`config.mk`:
```
export PLATFORM = sky130hd
export DESIGN_NAME = adc_seq_apb
export DESIGN_NICKNAME = d
export VERILOG_FILES = /design/src/rtl/adc_seq_apb.sv
export SDC_FILE = /design/constraint.sdc
export NUM_CORES = 1
export LEC_CHECK = 0
export CORE_MARGIN = 3
export CORE_UTILIZATION = 35
export DETAILED_ROUTE_END_ITERATION = 10
export PLACE_DENSITY = 0.56
export SETUP_SLACK_MARGIN = 0.5
export SYNTH_ARGS = -nofsm -noshare
export SYNTH_HDL_FRONTEND = slang
export SYNTH_SLANG_ARGS = --single-unit
```
`constraint.sdc`:
```
create_clock -name PCLK -period 5.6 [get_ports PCLK]
set_input_delay 1.12 -clock PCLK [delete_from_list [all_inputs] [get_ports PCLK]]
set_output_delay 1.12 -clock PCLK [all_outputs]
set_load 0.1 [all_outputs]
```
`src/rtl/adc_seq_apb.sv`:
```
`timescale 1ns/1ps
// adc_seq_apb: APB peripheral that scans a channel mask on an ADC and buffers tagged samples in a FIFO.
// Define ADC_SEQ_TIMEOUT_EN to enable the conversion watchdog (TMO status bit).
module adc_seq_apb #(
   parameter int ADDR_WIDTH     = 12,
   parameter int DATA_WIDTH     = 32,
   parameter int NUM_CH         = 8,
   parameter int SAMPLE_W       = 12,
   parameter int FIFO_DEPTH     = 8,
   parameter int TIMEOUT_CYCLES = 1024
) (
   input  logic                  PCLK,
   input  logic                  PRESETn,
   input  logic                  PSEL,
   input  logic                  PENABLE,
   input  logic                  PWRITE,
   input  logic [ADDR_WIDTH-1:0] PADDR,
   input  logic [DATA_WIDTH-1:0] PWDATA,
   output logic [DATA_WIDTH-1:0] PRDATA,
   output logic                  PREADY,
   output logic                  PSLVERR,
   output logic                  adc_start,
   output logic [((NUM_CH > 1) ? $clog2(NUM_CH) : 1)-1:0] adc_chsel,
   input  logic                  adc_done,
   input  logic [SAMPLE_W-1:0]   adc_data,
   output logic                  irq
);
   localparam int CH_W  = (NUM_CH > 1) ? $clog2(NUM_CH) : 1;
   localparam int PTR_W = $clog2(FIFO_DEPTH);
   localparam int LVL_W = PTR_W + 1;
   localparam int ENT_W = CH_W + SAMPLE_W;
   localparam int AW    = ADDR_WIDTH - 2;
   localparam logic [AW-1:0] A_CTRL   = AW'(0);
   localparam logic [AW-1:0] A_CHMASK = AW'(1);
   localparam logic [AW-1:0] A_TRIG   = AW'(2);
   localparam logic [AW-1:0] A_STATUS = AW'(3);
   localparam logic [AW-1:0] A_DATA   = AW'(4);

   typedef enum logic [1:0] {S_IDLE, S_START, S_WAIT, S_NEXT} state_t;

   function automatic logic [CH_W-1:0] lowest_ch(input logic [NUM_CH-1:0] m);
      lowest_ch = '0;
      for (int i = NUM_CH - 1; i >= 0; i--)
         if (m[i]) lowest_ch = CH_W'(i);
   endfunction

   // Returns {found, channel} for the nearest set mask bit strictly above cur.
   function automatic logic [CH_W:0] higher_ch(input logic [NUM_CH-1:0] m, input logic [CH_W-1:0] cur);
      higher_ch = '0;
      for (int i = NUM_CH - 1; i >= 0; i--)
         if (m[i] && (i > int'(cur))) higher_ch = {1'b1, CH_W'(i)};
   endfunction

   state_t              state_q, state_d;
   logic [CH_W-1:0]     ch_q, ch_d;
   logic                en, cont, irq_en, ovf, tmo;
   logic [NUM_CH-1:0]   chmask;
   logic [ENT_W-1:0]    mem [FIFO_DEPTH];
   logic [ENT_W-1:0]    rd_ent;
   logic [PTR_W-1:0]    wr_ptr, rd_ptr;
   logic [LVL_W-1:0]    level;
   logic [AW-1:0]       word;
   logic                access, addr_ok, wr_acc, rd_acc, trig, w1c;
   logic                busy, empty, full, pop, push, push_req, ovf_set, tmo_set;
   logic [CH_W:0]       nxt;
   logic [DATA_WIDTH-1:0] rdata;
   logic                unused_ok;

   assign word    = PADDR[ADDR_WIDTH-1:2];
   assign access  = PSEL & PENABLE;
   assign addr_ok = (word <= A_DATA);
   assign wr_acc  = access & PWRITE & addr_ok;
   assign rd_acc  = access & ~PWRITE & addr_ok;
   assign trig    = wr_acc & (word == A_TRIG) & PWDATA[0];
   assign w1c     = wr_acc & (word == A_STATUS);

   assign busy    = (state_q != S_IDLE);
   assign empty   = (level == '0);
   assign full    = (level == LVL_W'(FIFO_DEPTH));
   assign pop     = rd_acc & (word == A_DATA) & ~empty;
   assign push    = push_req & (~full | pop);
   assign ovf_set = push_req & full & ~pop;
   assign rd_ent  = mem[rd_ptr];

   assign PREADY    = 1'b1;
   assign PSLVERR   = access & ~addr_ok;
   assign PRDATA    = rd_acc ? rdata : '0;
   assign adc_start = (state_q == S_START);
   assign adc_chsel = ch_q;
   assign irq       = irq_en & (~empty | ovf | tmo);
   assign unused_ok = &{1'b0, PADDR[1:0], PWDATA, (TIMEOUT_CYCLES > 0)};

`ifdef ADC_SEQ_TIMEOUT_EN
   localparam int TC_W = (TIMEOUT_CYCLES > 1) ? $clog2(TIMEOUT_CYCLES) : 1;
   localparam logic [TC_W-1:0] TMO_LAST = TC_W'(TIMEOUT_CYCLES - 1);
   logic [TC_W-1:0] tmo_cnt;

   // Held at zero outside WAIT, so every conversion starts a fresh count.
   always_ff @(posedge PCLK or negedge PRESETn) begin
      if (!PRESETn)                 tmo_cnt <= '0;
      else if (state_q != S_WAIT)   tmo_cnt <= '0;
      else if (tmo_cnt != TMO_LAST) tmo_cnt <= tmo_cnt + TC_W'(1);
   end
`endif

   always_comb begin
      state_d  = state_q;
      ch_d     = ch_q;
      push_req = 1'b0;
      tmo_set  = 1'b0;
      nxt      = '0;
      if (busy && !en) begin
         // Clearing EN aborts the scan; a result arriving now is discarded.
         state_d = S_IDLE;
      end else begin
         case (state_q)
            S_IDLE: if (trig && en && (chmask != '0)) begin
               state_d = S_START;
               ch_d    = lowest_ch(chmask);
            end
            S_START: state_d = S_WAIT;
            S_WAIT: if (adc_done) begin
               push_req = 1'b1;
               state_d  = S_NEXT;
            end
`ifdef ADC_SEQ_TIMEOUT_EN
            else if (tmo_cnt == TMO_LAST) begin
               tmo_set = 1'b1;
               state_d = S_IDLE;
            end
`endif
            S_NEXT: begin
               nxt = higher_ch(chmask, ch_q);
               if (nxt[CH_W]) begin
                  ch_d    = nxt[CH_W-1:0];
                  state_d = S_START;
               end else if (cont && (chmask != '0)) begin
                  ch_d    = lowest_ch(chmask);
                  state_d = S_START;
               end else begin
                  state_d = S_IDLE;
               end
            end
            default: state_d = S_IDLE;
         endcase
      end
   end

   always_ff @(posedge PCLK or negedge PRESETn) begin
      if (!PRESETn) begin
         state_q <= S_IDLE;
         ch_q    <= '0;
         en      <= 1'b0;
         cont    <= 1'b0;
         irq_en  <= 1'b0;
         chmask  <= '0;
         ovf     <= 1'b0;
         tmo     <= 1'b0;
         wr_ptr  <= '0;
         rd_ptr  <= '0;
         level   <= '0;
      end else begin
         state_q <= state_d;
         ch_q    <= ch_d;
         if (wr_acc && (word == A_CTRL))   {irq_en, cont, en} <= PWDATA[2:0];
         if (wr_acc && (word == A_CHMASK)) chmask <= PWDATA[NUM_CH-1:0];
         // A set event in the same cycle as the W1C write wins.
         ovf <= ovf_set | (ovf & ~(w1c & PWDATA[3]));
         tmo <= tmo_set | (tmo & ~(w1c & PWDATA[4]));
         if (push) wr_ptr <= wr_ptr + PTR_W'(1);
         if (pop)  rd_ptr <= rd_ptr + PTR_W'(1);
         if (push && !pop)      level <= level + LVL_W'(1);
         else if (pop && !push) level <= level - LVL_W'(1);
      end
   end

   always_ff @(posedge PCLK) begin
      if (push) mem[wr_ptr] <= {ch_q, adc_data};
   end

   always_comb begin
      rdata = '0;
      case (word)
         A_CTRL:   rdata[2:0] = {irq_en, cont, en};
         A_CHMASK: rdata[NUM_CH-1:0] = chmask;
         A_STATUS: begin
            rdata[4:0]  = {tmo, ovf, full, empty, busy};
            rdata[15:8] = 8'(level);
         end
         A_DATA: if (!empty) begin
            rdata[31]            = 1'b1;
            rdata[16 +: CH_W]    = rd_ent[ENT_W-1 -: CH_W];
            rdata[SAMPLE_W-1:0]  = rd_ent[SAMPLE_W-1:0];
         end
         default: rdata = '0;
      endcase
   end
endmodule

```
Word-level counts from Yosys, hierarchy flattened
Memories as Yosys holds them, arrays and structs flattened.
Index checks and enable logic that the tools add are counted.
{"block": "totals", "register_bits": 28, "latch_bits": 0, "ramBits": 120, "romBits": 0, "input_bits": 62, "output_inout_bits": 39, "wordCells": 138, "mem_count": 1}
{"block": "classes", "n_addsub": 4, "multipliers": 0, "n_div": 0, "order_cmp": 8, "n_eq_ne": 12, "n_shift": 0, "muxes": 44, "bitwise": 31, "reduce_logical": 27}
{"name": "mem", "depth": 8, "word_bits": 15, "read_ports": 1, "rd_clocked_by_memory_dff": 0, "wr": 1, "line": "58", "source": "logic [ENT_W-1:0] mem [FIFO_DEPTH];"}
{"cell": "4-bit two-way mux", "n": 11}
{"cell": "3-bit two-way mux", "n": 13}
{"cell": "32-bit two-way mux", "n": 1}
{"cell": "10-bit by 2-bit == test with 1-bit output, second input constant", "n": 2}
{"cell": "1-bit AND", "n": 19}
{"cell": "1-bit logical AND", "n": 15}
{"cell": "3-bit > comparator, first input constant", "n": 4}
{"cell": "12-bit two-way mux", "n": 1}
{"cell": "3-bit one-hot mux with 2 select lines", "n": 2}
{"cell": "3-bit one-hot mux with 4 select lines", "n": 1}
{"cell": "10-bit by 1-bit == test with 1-bit output, second input constant", "n": 1}
{"cell": "10-bit by 3-bit == test with 1-bit output, second input constant", "n": 1}
{"cell": "10-bit by 3-bit <= comparator with 1-bit output, second input constant", "n": 1}
{"cell": "10-bit logical NOT", "n": 1}
{"cell": "1-bit two-way mux", "n": 9}
{"cell": "3-bit inequality test, second input constant", "n": 3}
{"cell": "1-bit inverter", "n": 8}
{"cell": "2-bit one-hot mux with 4 select lines", "n": 1}
{"cell": "4-bit one-hot mux with 2 select lines", "n": 1}
{"cell": "8-bit nonzero test", "n": 1}
{"cell": "3-bit by 1-bit adder with 3-bit output, second input constant", "n": 2}
{"cell": "2-bit by 3-bit > comparator with 1-bit output, first input constant", "n": 2}
{"cell": "2-bit two-way mux", "n": 3}
{"cell": "2-bit one-hot mux with 3 select lines", "n": 1}
{"cell": "14 further kinds", "n": 22}

Depth between registers and ports, before layout
{"block": "logic_depth", "depth_word": 14, "depth_mapped": 15, "depth_no_buf": 14}

Worst setup path before layout
Ideal clock, no wire load.
{"block": "synth_timing", "kind": "input to output", "from": "input PADDR[9]", "to": "output PRDATA[10]", "arrival_ns": 3.568, "required_ns": 4.480, "slack_ns": 0.912, "path_stages": 7, "n_path_buf": 1, "cell_sequence": "or4_4 > nor2_1 > nand2_1 > clkbuf_1 > nor2_1 > a21oi_1 > nor2_1"}
{"block": "synth_between", "elab_chain_cells": 3, "elab_cells_between_ends": 6, "cone_classes": "order compare (1); eq/ne (2); mux (2); bitwise (1)"}
{"element": "start, declared", "line": "17", "source": "input logic [ADDR_WIDTH-1:0] PADDR,"}
{"element": "10-bit by 3-bit <= comparator with 1-bit output, or another cell as far along", "line": "71", "source": "assign addr_ok = (word <= A_DATA);"}
{"element": "1-bit AND or 4-bit one-hot mux with 2 select lines (tied branches)", "line": "73, 183"}
{"element": "32-bit two-way mux *", "line": "87", "source": "assign PRDATA = rd_acc ? rdata : '0;"}
{"element": "end, declared", "line": "19", "source": "output logic [DATA_WIDTH-1:0] PRDATA,"}
Every way passes the cells marked *; elsewhere a longest branch is shown, timed or not.

Worst setup path after layout
{"block": "layout_timing", "from": "input PADDR[3]", "to": "output PSLVERR"}
{"block": "layout_between", "elab_chain_cells": 3}
{"element": "10-bit by 3-bit <= comparator with 1-bit output", "line": "71"}
{"element": "1-bit inverter", "line": "86", "source": "assign PSLVERR = access & ~addr_ok;"}
{"element": "1-bit AND", "line": "86"}
{"element": "end, declared", "line": "21", "source": "output logic PSLVERR,"}
Every way passes these cells.

==> qor.yml <==
status:
  outcome: "completed"
floorplan:
  ios: 101
  rows: 49
  start_util: 0.364
  die_x_um: 144
  fp.dieArea_um2: 20700
  die_h_um: 144
  coreArea_um2: 18300
placement:
  place.port_buffers: 57
  dp_cells: 714
  post-dp-hpwl_um: 10000
  place_congestion: 0.842
pwr:
  swShare: 0.282
  p_clk_frac: 0.386
  power_density_nw_per_um2: 339
  power.leakage_uw: 0.00277
  p_switching_uw: 768
  p_comb_frac: 0.140
  internal-power_uw: 1950
  ir_drop_v: 0.000221
  seqPwrFrac: 0.475
cells_and_area:
  regArea_um2: 4310
  area_growth_pct: 20.5
  fin_cells: 745
  finalNetCount: 576
  multi_input_area_um2: 2220
  n_antenna_cell: 0
  nFillCells: 1653
  drive_gt1_frac: 0.236
yosys:
  ys_warn_count: 0
  yosys.area.top_type_share: 0.540
  syn_inst: 430
  syn-cell-area_um2: 6670
  synthTopCellsByCount: "120 x edfxtp_1, 41 x nor2_1, 30 x mux4_2"
  synth_seq_cells: 148
  synth_ff_type: "edfxtp_1"
  yosysSeqAreaShare: 0.646
  synth_edf_count: 120
  synthArstFlopShare: 0.189
  post-synth-top-area-cell: "edfxtp_1"
  avgSynthCellArea_um2: 15.5
  yosysMostFrequentCell: "edfxtp_1"
  yosysUniqueCellTypes: 53
  synth_area_leaders: "edfxtp_1 54%, dfrtp_1 11%, mux4_2 10%"
clocking:
  root_buffer: "clkbuf_16"
  insertion_delay_ns: 0.42
  cts_resized: 0
  path_clk_slew_ns: 0.06
  clock_path_buffers: 2
  cts_buffers: 17
  postCtsSetupRepairBufs: 0
  htree_levels: 4
  cts_tree: "yes"
  hold_buffers: 0
  cts_sinks: 148
route:
  viasPerCell: 5.17
  wl_um: 14800
  wire_per_inst_um: 19.9
  drc: 0
  dr.pass1.iters: 4
  vias: 3848
  drt_iter0_drc: 225
  ant_nets: 0
critical_path:
  reg2reg_setup_slack_ns: 2.03
  crit_type: "primary input to primary output"
  cpPeakStageDelay_ns: 1.18
  cp_max_fo: 11
  start_kind: "primary input"
  crit_chain: "clkdlybuf4s50_1, o21ai_0, a21oi_1, clkdlybuf4s50_1"
  crit_required_ns: 4.48
  end_kind: "primary output"
  crit_slowest_cell: "clkdlybuf4s50_1"
  cp.arrival_ns: 3.46
  rr_worst_depth: 14
  cp_common_cell: "clkdlybuf4s50_1"
  reg2reg_from: "level[1]"
  worstReg2RegEnd: "level[3]"
timing:
  setup_violations: 0
  worst_pin_slew_ns: 1.09
  rsz0062_at_grt: "no"
  fin_crit_sh: 0.818
  finalMaxSlewViolations: 0
  max_slew_margin: 0.271
  tns_ns: 0
  max_freq_ghz: 0.218
  finalHoldViolations: 0
  fin_crit_ns: 4.58
  fin_skew_ns: 0.00878
global_routing:
  antenna_found_initial: 0
  grt_usage: 0.151
  grt_max_degree: 29
  grt_pass1_wl_um: 22900
  grt-ovfl-total: 0
  grt_pass1_vias: 3984
worst_hold_path:
  hold_path.class: "flop to flop"
  hp-start: "ovf"
  hold_end: "ovf"
  hold_depth: 1
run:
  cap_violations: 0
## kinds of logic after synthesis
logic type,count (synthesis),synth area share
xor+xnor,8,0.0105
mux,69,0.163
flops,148,0.646
simple gates,99,0.0738
buf+inv,40,0.0334
other cells,2,0.00113
fa+ha+maj,10,0.0199
compound gates,54,0.0527
## metrics by stage
stage / setup slack [ns] / hold slack [ns] / total power, uW / area [um^2] / util
after floorplan: 0.912 / 0.478 / 1590 / 6720 / -
after global placement: 0.921 / 0.505 / 1680 / 7490 / 0.409
after detailed placement: 0.877 / 0.509 / 1690 / 7490 / 0.409
after CTS: 1.03 / 0.526 / 2750 / 8040 / 0.438
after global routing: 0.921 / 0.565 / 2840 / 8040 / 0.438
final: 1.02 / 0.532 / 2720 / 8040 / 0.438
## worst max path at each step
| stage | start | to | slack [ns] | cells past startpoint |
|---|---|---|---|---|
| after floorplan | PADDR[9] | PRDATA[10] | 0.91 | 7 |
| after global placement | PADDR[9] | level[3] | 0.92 | 15 |
| after detailed placement | PADDR[9] | level[3] | 0.88 | 15 |
| after CTS | PADDR[9] | PSLVERR | 1.03 | 5 |
| after global routing | PADDR[9] | PRDATA[6] | 0.92 | 8 |
| final | PADDR[3] | PSLVERR | 1.02 | 4 |
## per-layer routing
metal | share of wire | up-vias | track usage
li1 | - | 1773 | -
met2 | 0.49 | 102 | 0.241
met3 | 0.051 | 17 | 0.0423
met1 | 0.44 | 1956 | 0.199
met5 | 0 | - | 0
met4 | 0.016 | 0 | 0.0520
## power groups by stage
stage | Combinational, uW | Clock, uW | Sequential [uW]
after floorplan | 272 | 0 | 1320
after global placement | 368 | 0 | 1310
after detailed placement | 380 | 0 | 1310
after CTS | 382 | 1080 | 1290
after global routing | 418 | 1120 | 1300
final | 380 | 1050 | 1290
## layout make-up
class | count | area share
multi-input combinational | 257 | 0.277
clock buffer | 17 | 0.0529
timing repair buffer | 73 | 0.0810
sequential | 148 | 0.536
tap | 229 | 0.0357
clock inverter | 14 | 0.0146
inverter | 7 | 0.00327
## critical path, delay by kind of cell
family / cells / cell delay [ns]
buffers and inverters: 2 / 1.92
AOI/OAI and AO/OA: 2 / 0.40
## sequential cells by signal, indices dropped and copies added (netlist names), 2 cells and up
| register | count |
|---|---|
| state_q | 2 |
| adc_chsel | 3 |
| level | 4 |
| mem | 120 |
| rd_ptr | 3 |
| wr_ptr | 3 |
| chmask | 8 |
## placed cells by master (no fill, tap or decap), drive strengths merged, types with 7 or more instances in the layout
master	count
ha	9
clkbuf	17
o21ai	7
conb	17
edfxtp	120
mux2	17
dfrtp	28
nor2	41
buf	32
nand2	19
clkdlybuf4s50	41
mux2i	22
a21oi	20
inv	14
mux4	30
nor3	8
Power figures use the tool's default switching activity.
